<file path="src/rtl/mac_seq_ctrl.sv">
// mac_seq_ctrl: sequences one length-N dot product through an 8x8 MAC and returns the result on valid/ready
//   clk, rst                  : clock, async active-high reset
//   start, len, busy, err     : job request, job length, busy flag, illegal-length pulse
//   rd_en, rd_addr            : shared read port to operand buffers A and B
//   a_rdata, b_rdata          : operand data, one cycle after rd_en
//   mac_a, mac_b, mac_count   : MAC operands and 1-based product index
//   mac_out                   : MAC accumulator
//   res_data, res_valid, res_ready : result handshake
module mac_seq_ctrl #(
  parameter int MAX_LEN = 16,
  parameter int ADDR_W  = 5
) (
  input  logic              clk,
  input  logic              rst,
  input  logic              start,
  input  logic [4:0]        len,
  output logic              busy,
  output logic              err,
  output logic              rd_en,
  output logic [ADDR_W-1:0] rd_addr,
  input  logic [7:0]        a_rdata,
  input  logic [7:0]        b_rdata,
  output logic [7:0]        mac_a,
  output logic [7:0]        mac_b,
  output logic [4:0]        mac_count,
  input  logic [20:0]       mac_out,
  output logic [20:0]       res_data,
  output logic              res_valid,
  input  logic              res_ready
);
  localparam logic [2:0] IDLE = 3'd0, FETCH = 3'd1, RUN = 3'd2, CAPTURE = 3'd3, HOLD = 3'd4;
  logic [2:0] state, nxt;
  logic [4:0] n, idx;
  logic ok, run, more;
  assign ok   = (len != 5'd0) && (len <= 5'(MAX_LEN));
  assign run  = state == RUN;
  assign more = idx < n;
  // the final RUN cycle issues no read: operand for idx=N was fetched on the idx=N-1 cycle
  always_comb begin
    nxt = state == IDLE    ? (start && ok ? FETCH : IDLE) :
          state == FETCH   ? RUN :
          run              ? (more ? RUN : CAPTURE) :
          state == CAPTURE ? HOLD :
          state == HOLD    ? (res_ready ? IDLE : HOLD) : IDLE;
  end
  always_ff @(posedge clk or posedge rst) begin
    if (rst) begin
      state    <= IDLE;
      n        <= '0;
      idx      <= '0;
      res_data <= '0;
    end else begin
      state <= nxt;
      if (state == IDLE && start && ok) n <= len;
      idx <= state == FETCH ? 5'd1 : run ? idx + 5'd1 : '0;
      if (state == CAPTURE) res_data <= mac_out;
    end
  end
  assign busy      = state != IDLE;
  assign err       = state == IDLE && start && !ok;
  assign rd_en     = state == FETCH || (run && more);
  assign rd_addr   = run && more ? ADDR_W'(idx) : '0;
  // forcing zero outside RUN makes the MAC accumulate +0, i.e. hold its value
  assign mac_a     = run ? a_rdata : '0;
  assign mac_b     = run ? b_rdata : '0;
  assign mac_count = run ? idx : '0;
  assign res_valid = state == HOLD;
endmodule

</file>
<file path="config.mk">
export PLATFORM = sky130hd
export DESIGN_NAME = mac_seq_ctrl
export DESIGN_NICKNAME = d
export VERILOG_FILES = /design/src/rtl/mac_seq_ctrl.sv
export SDC_FILE = /design/constraint.sdc
export NUM_CORES = 1
export LEC_CHECK = 0
export BUFFER_PORTS_ARGS = -buffer_cell sky130_fd_sc_hd__clkbuf_2
export CAP_MARGIN = 20
export CORE_UTILIZATION = 43
export CTS_CLUSTER_DIAMETER = 120
export DETAILED_ROUTE_END_ITERATION = 8
export HOLD_SLACK_MARGIN = 0.12
export PLACE_DENSITY_LB_ADDON = 0.3
export SLEW_MARGIN = 20
export SYNTH_ARGS = -nofsm -noshare
export SYNTH_HDL_FRONTEND = slang
export SYNTH_SLANG_ARGS = --single-unit
</file>
<file path="constraint.sdc">
create_clock -name clk -period 1.7 [get_ports clk]
set_input_delay 0.255 -clock clk [delete_from_list [all_inputs] [get_ports clk]]
set_output_delay 0.255 -clock clk [all_outputs]
set_load 0.005 [all_outputs]
</file>
==> results.json, run 1 <==
{
  "outcome": "finished with violations",
  "violations": "negative setup slack",
  "end_kind": "output port",
  "gp_congestion": 0.715,
  "clockRootBuffer": "clkbuf_8",
  "p_sw_frac": 0.350,
  "tightest_slew_ns": 0.419,
  "seq_power_share": 0.327,
  "r2r_setup_slack_ns": 0.21,
  "synth_cell_types": 30,
  "hpwlAfterDp_um": 2990,
  "drive_above_1_share": 0.635,
  "antenna_found_initial": 0,
  "htree_levels": 2,
  "die_area_mm2": 0.00416,
  "finalSetupViolCount": 6,
  "p_leak_nw": 1.38,
  "grt_use_total": 0.205,
  "clk_transition_reported_paths_ns": 0.07,
  "start_util": 0.453,
  "finalCritPeriodShare": 1.11,
  "dp.cells": 301,
  "cp_data_arrival_time_ns": 1.63,
  "drt_first_pass_iters": 4,
  "grt_pass1_vias": 1486,
  "grt_setup_unrepaired": "yes",
  "grt.met2_usage": 0.343,
  "finalWirelength_um": 4230,
  "worst_slack_ns": -0.188,
  "cts_buffer_depth": 2,
  "yosys_warnings": 0,
  "dieHeight_um": 64.5,
  "synth.cell_area_mm2": 0.00168,
  "slew_viol_final": 0,
  "syn_inst": 147,
  "pin_count": 97,
  "die_w_um": 64.5,
  "area_delta_synth_final_pct": 57.4,
  "crit_type": "reg2out",
  "postRouteAntennaNets": 0,
  "total_power_mw": 4.30,
  "nets": 324,
  "pwr-share-clk": 0.144,
  "grt_pass1_wl_um": 6530,
  "layoutNonFillerInstCount": 322,
  "switchingPower_mw": 1.51,
  "cts_made_buffers": 5,
  "fin_crit_ns": 1.89,
  "max_clock_freq_mhz": 530,
  "ys_top_cells_by_area": "dfrtp_1 51%, mux2_2 14%, and2_1 8.9%",
  "p_int_mw": 2.80,
  "grt_busiest_layer": "met2",
  "synth_seq_cells": 34,
  "routed_via_density": 4.94,
  "worstPathMaxFanout": 6,
  "clock_sinks": 34,
  "drc": 0,
  "core_area_mm2": 0.00372,
  "worstSkewPairLatency_ns": 0.29,
  "synth_fp_nets": 198,
  "met1_usage": 0.243,
  "cts_tree": "built",
  "syn_area_per_cell_um2": 11.4,
  "comb_power_share": 0.529,
  "worstHoldStart": "res_ready",
  "routedWlPerCell_um": 13.1,
  "slew_headroom": 0.721,
  "cap_violations": 0,
  "grt_max_degree": 35,
  "vias": 1590,
  "drt_iter0_drc": 37,
  "synthDominantCellAreaShare": 0.506,
  "yosysTopAreaCell": "dfrtp_1",
  "fin_skew_ns": 0.00732,
  "cp.required_ns": 1.44,
  "min_path_type": "in2reg",
  "hold_viol_final": 0,
  "met3_usage": 0.0423,
  "synth_seq_area_share": 0.506,
  "start_kind": "register",
  "overflow": 0,
  "powerDensity_mw_per_mm2": 1630,
  "worstSetupStartpoint": "idx[4]",
  "rows": 22,
  "vdd_drop_max_mv": 0.720,
  "portBuffers": 96,
  "timing.rr.start": "n[2]",
  "diodes": 0
}
[per-layer routing]
layer	vias to the layer above	routed length, um
li1	760	-
met1	771	1780
met2	49	2190
met3	10	168
met4	0	91
met5	-	0
[placed cells by master, fill, tap and decap left out, types with 3 or more instances in the layout]
| cell | n |
|---|---|
| o21ai_0 | 3 |
| o2bb2ai_1 | 5 |
| dfrtp_1 | 32 |
| inv_1 | 6 |
| ha_4 | 3 |
| clkbuf_2 | 96 |
| and2_1 | 23 |
| mux2_2 | 21 |
| and3_4 | 4 |
| nor2_1 | 5 |
| buf_4 | 25 |
| a22oi_1 | 4 |
| clkbuf_8 | 6 |
[metrics by stage]
stage,instance area [um2],hold slack (ns),util,setup WS (ns),setup TNS [ns]
after global placement,2310,0.345,0.622,0.0154,0
final,2650,0.153,0.712,-0.188,-1.05
after floorplan,1680,0.337,-,0.170,0
after detailed placement,2310,0.355,0.622,-0.0936,-0.503
after CTS,2530,0.140,0.681,-0.210,-1.23
after global routing,2650,0.157,0.712,-0.238,-1.42
[worst max-delay path: stages, from the launching register on]
cell and delay, ns:
dfrtp_1 0.42, ha_4 0.26, a21o_1 0.20, nor2_4 0.17
and3_4 0.20, clkbuf_2 0.11
[cell usage after synthesis]
| cell type | count |
|---|---|
| o21a_1 | 1 |
| nor4_4 | 1 |
| a21oi_1 | 3 |
| nand3b_1 | 1 |
| a22oi_1 | 4 |
| buf_4 | 1 |
| buf_2 | 2 |
| o22ai_1 | 1 |
| nor2b_1 | 1 |
| nand3_1 | 3 |
| inv_1 | 8 |
| ha_1 | 5 |
| dfrtp_1 | 34 |
| nor2_1 | 6 |
| o2bb2ai_1 | 5 |
| xor2_1 | 2 |
| or2_1 | 1 |
| a31oi_1 | 1 |
| nand2b_1 | 2 |
| mux2_2 | 21 |
| and3_1 | 5 |
| nand2_1 | 3 |
| clkbuf_1 | 2 |
| a21o_1 | 1 |
| o21ai_0 | 4 |
| o21ai_1 | 1 |
| nor2_2 | 1 |
| nor3_2 | 1 |
| and2_1 | 24 |
| xnor2_1 | 2 |
[path summary, 6_finish.rpt]
path / endpoint / depth (start not counted)
max: rd_addr[0] / 5
min: state[2] / 2
max reg2reg: state[0] / 7
min reg2reg: res_data[8] / 1
max in group asynchronous: state[2] / 4
min in group asynchronous: res_data[12] / 4
[logic make-up (layout without fill, tap and decap cells)]
kind of cell | count (synthesis) | in the layout | share of synthesized area
buffers and inverters | 13 | 140 | 0.0327
and+or+nand+nor | 49 | 49 | 0.179
AOI/OAI and AO/OA | 21 | 21 | 0.0841
xor gates and xnor gates | 4 | 4 | 0.0208
muxes | 21 | 21 | 0.141
adders and majority gates | 5 | 5 | 0.0372
DFF | 34 | 34 | 0.506
[state kept, by name (all words and copies together), names as in the netlist]
register,flops
idx,5
res_data,21
state,3
n,5
[area by class of cell]
class	count	area (um2)
fill	288	1070
timing repair buffer	124	701
tap	48	60.1
clock inverter	2	12.5
inverter	8	30.0
multi-input combinational	100	907
sequential	34	853
clock buffer	6	82.6
[power groups by stage]
stage,Clock (mW),Sequential [mW],Combinational [mW]
2_1_floorplan,0,1.41,0.899
3_3_place_gp,0,1.37,1.69
3_5_place_dp,0,1.39,1.74
4_1_cts,0.636,1.39,1.94
5_1_grt,0.672,1.44,2.48
6_report,0.621,1.41,2.27
[timing repair]
item | in CTS | in global routing
pin swaps | 14 | 7
hold buffers | 1 | 0
cloned | 0 | 1
setup buffers | 4 | 7
hold endpoints to repair | 34 | 0
setup endpoints to repair | 7 | 28
gates resized for setup | 18 | 13
Note: power is estimated with default switching activity, not from simulation.
==> inputs of run 2 (changes only) <==
--- a/config.mk
+++ b/config.mk
@@ -7,7 +7,8 @@
 export LEC_CHECK = 0
 export BUFFER_PORTS_ARGS = -buffer_cell sky130_fd_sc_hd__clkbuf_2
 export CAP_MARGIN = 20
-export CORE_UTILIZATION = 43
+export CORE_UTILIZATION = 45
+export CTS_BUF_LIST = sky130_fd_sc_hd__clkbuf_8
 export CTS_CLUSTER_DIAMETER = 120
 export DETAILED_ROUTE_END_ITERATION = 8
 export HOLD_SLACK_MARGIN = 0.12
==> run 2 against run 1 <==
Effect of this change:
- the run still ends with negative setup slack left
- via count down 2.8%
- hold slack better by 0.044 ns
- setup slack better by 0.0027 ns
- sequential share of layout area up 1.2 points
- cell count down 2.5%
- maximum frequency up 0.14%
- die area down 4.3%
- power down 6.0%
- register-to-register slack better by 0.09 ns
- clock-buffer cell count unchanged
- critical path depth up 1
- critical path type unchanged
- largest power group unchanged
==> results.json, run 2 (synthesis gave the netlist of run 1 again) <==
{
  "rr_endpoint": "res_data[20]",
  "p_sw_frac": 0.343,
  "tightest_slew_ns": 0.422,
  "die_w_um": 63.1,
  "cts_made_buffers": 5,
  "pin_count": 97,
  "cap_violations": 0,
  "vdd_drop_max_mv": 0.895,
  "min_path_type": "in2reg",
  "grt_pass1_wl_um": 6130,
  "nets": 318,
  "seq_power_share": 0.347,
  "r2r_setup_slack_ns": 0.30,
  "routedWlPerCell_um": 13.2,
  "dieHeight_um": 63.1,
  "slew_viol_final": 0,
  "largestRegisters": "res_data x21, idx x5, n x5",
  "gp_congestion": 0.776,
  "total_power_mw": 4.04,
  "grt_setup_unrepaired": "yes",
  "pwr-share-clk": 0.150,
  "slew_headroom": 0.718,
  "timing.rr.start": "state[2]",
  "layout_commonest_cell": "clkbuf_2",
  "crit_type": "reg2out",
  "p_leak_nw": 1.36,
  "drive_above_1_share": 0.612,
  "start_kind": "register",
  "rr_worst_depth": 4,
  "portBuffers": 96,
  "powerDensity_mw_per_mm2": 1580,
  "largest_reg_flops": 21,
  "rows": 21,
  "cp_cell_sequence": "ha_4, nand2_2, o21ai_2, nand3_2, and3_1, clkbuf_2",
  "violations": "negative setup slack",
  "worstHoldStart": "res_ready",
  "vias": 1545,
  "max_clock_freq_mhz": 530,
  "finalSetupViolCount": 6,
  "clockRootBuffer": "clkbuf_8",
  "cts_tree": "built",
  "postLayoutCoreUtil": 0.736,
  "postRouteAntennaNets": 0,
  "worstPathMaxFanout": 6,
  "routed_via_density": 4.92,
  "drt_iter0_drc": 49,
  "core_area_mm2": 0.00347,
  "hold-path-cell-count": 2,
  "outcome": "finished with violations",
  "start_util": 0.485,
  "antenna_found_initial": 0,
  "hold_viol_final": 0,
  "finalCritPeriodShare": 1.11,
  "cpPeakStageDelay_ns": 0.41,
  "drt_first_pass_iters": 4,
  "end_kind": "output port",
  "p_int_mw": 2.65,
  "regMostFlops": "res_data",
  "cts_buffer_depth": 2,
  "worst_slack_ns": -0.186,
  "htree_levels": 2,
  "area_delta_synth_final_pct": 51.9,
  "worst_hold_path.endpoint": "state[2]",
  "drc": 0,
  "hpwlAfterDp_um": 3030,
  "worst-path-buf-inv": 1,
  "diodes": 0,
  "finalWirelength_um": 4140,
  "cp_data_arrival_time_ns": 1.63,
  "grt_pass1_vias": 1390,
  "crit_slowest_cell": "dfrtp_1",
  "overflow": 0,
  "clk_transition_reported_paths_ns": 0.07,
  "grt_max_degree": 35,
  "switchingPower_mw": 1.39,
  "cp.required_ns": 1.44,
  "fin_skew_ns": 0.00160,
  "grt_use_total": 0.201,
  "worstSkewPairLatency_ns": 0.28,
  "fin_crit_ns": 1.89,
  "critPathTopFamily": "flip-flops",
  "clock_sinks": 34,
  "mostFrequentLayoutCells": "96 x clkbuf_2, 31 x dfrtp_1, 22 x and2_1",
  "comb_power_share": 0.504,
  "die_area_mm2": 0.00399
}
==> run 2: layer usage <==
layer,part of all wire,GRT usage,up-vias,routed length (um)
met5,0,0,-,0
met4,0.0065,0.0727,0,27
met3,0.033,0.0543,5,137
met2,0.54,0.352,35,2230
met1,0.42,0.234,757,1750
li1,-,-,748,-
==> run 2: worst max-delay path by stage <==
| stage | cells past startpoint | start | to | slack, ns |
|---|---|---|---|---|
| after floorplan | 5 | idx[2] | rd_addr[0] | 0.17 |
| after CTS | 7 | n[2] | rd_addr[1] | -0.15 |
| after global placement | 7 | n[2] | rd_addr[0] | 0.05 |
| after detailed placement | 7 | n[2] | rd_addr[1] | -0.03 |
| final | 6 | idx[2] | rd_addr[1] | -0.19 |
| after global routing | 6 | idx[2] | rd_addr[4] | -0.30 |
==> run 2: final cells by class <==
class / instances / area, um2
Sequential cell: 34 / 855
Clock inverter: 2 / 12.5
Timing Repair Buffer: 118 / 664
Clock buffer: 6 / 82.6
Multi-Input combinational cell: 100 / 852
Tap cell: 46 / 57.6
Inverter: 8 / 30.0
Fill cell: 262 / 915
==> run 2: stage by stage <==
stage | TNS (ns) | area (um2) | setup WS [ns] | hold WS [ns] | instances
after detailed placement | -0.106 | 2280 | -0.0332 | 0.348 | 294
final | -1.01 | 2550 | -0.186 | 0.197 | 314
after global routing | -1.62 | 2550 | -0.299 | 0.172 | 314
after global placement | 0 | 2280 | 0.0483 | 0.344 | 294
after CTS | -0.822 | 2460 | -0.151 | 0.173 | 307
after floorplan | 0 | 1680 | 0.170 | 0.337 | 147
==> run 2: timing repair <==
item	CTS	global route
hold buffers	1	0
endpoints found under the setup margin	28	28
setup buffers	4	6
resized for setup	9	14
pin swaps	2	2
gates cloned	0	1
hold endpoints to repair	34	0
==> run 2: power by group through the flow <==
stage	registers (mW)	clock network [mW]	logic, mW
after global routing	1.45	0.650	2.21
after floorplan	1.41	0	0.899
after CTS	1.40	0.620	1.84
final	1.40	0.606	2.04
after detailed placement	1.42	0	1.66
after global placement	1.39	0	1.63
==> run 2: worst reg2reg max path: stages (launching register included) <==
cell and delay (ns):
dfrtp_2 0.47, buf_4 0.16, nand3b_1 0.19, buf_12 0.19, mux2_2 0.28
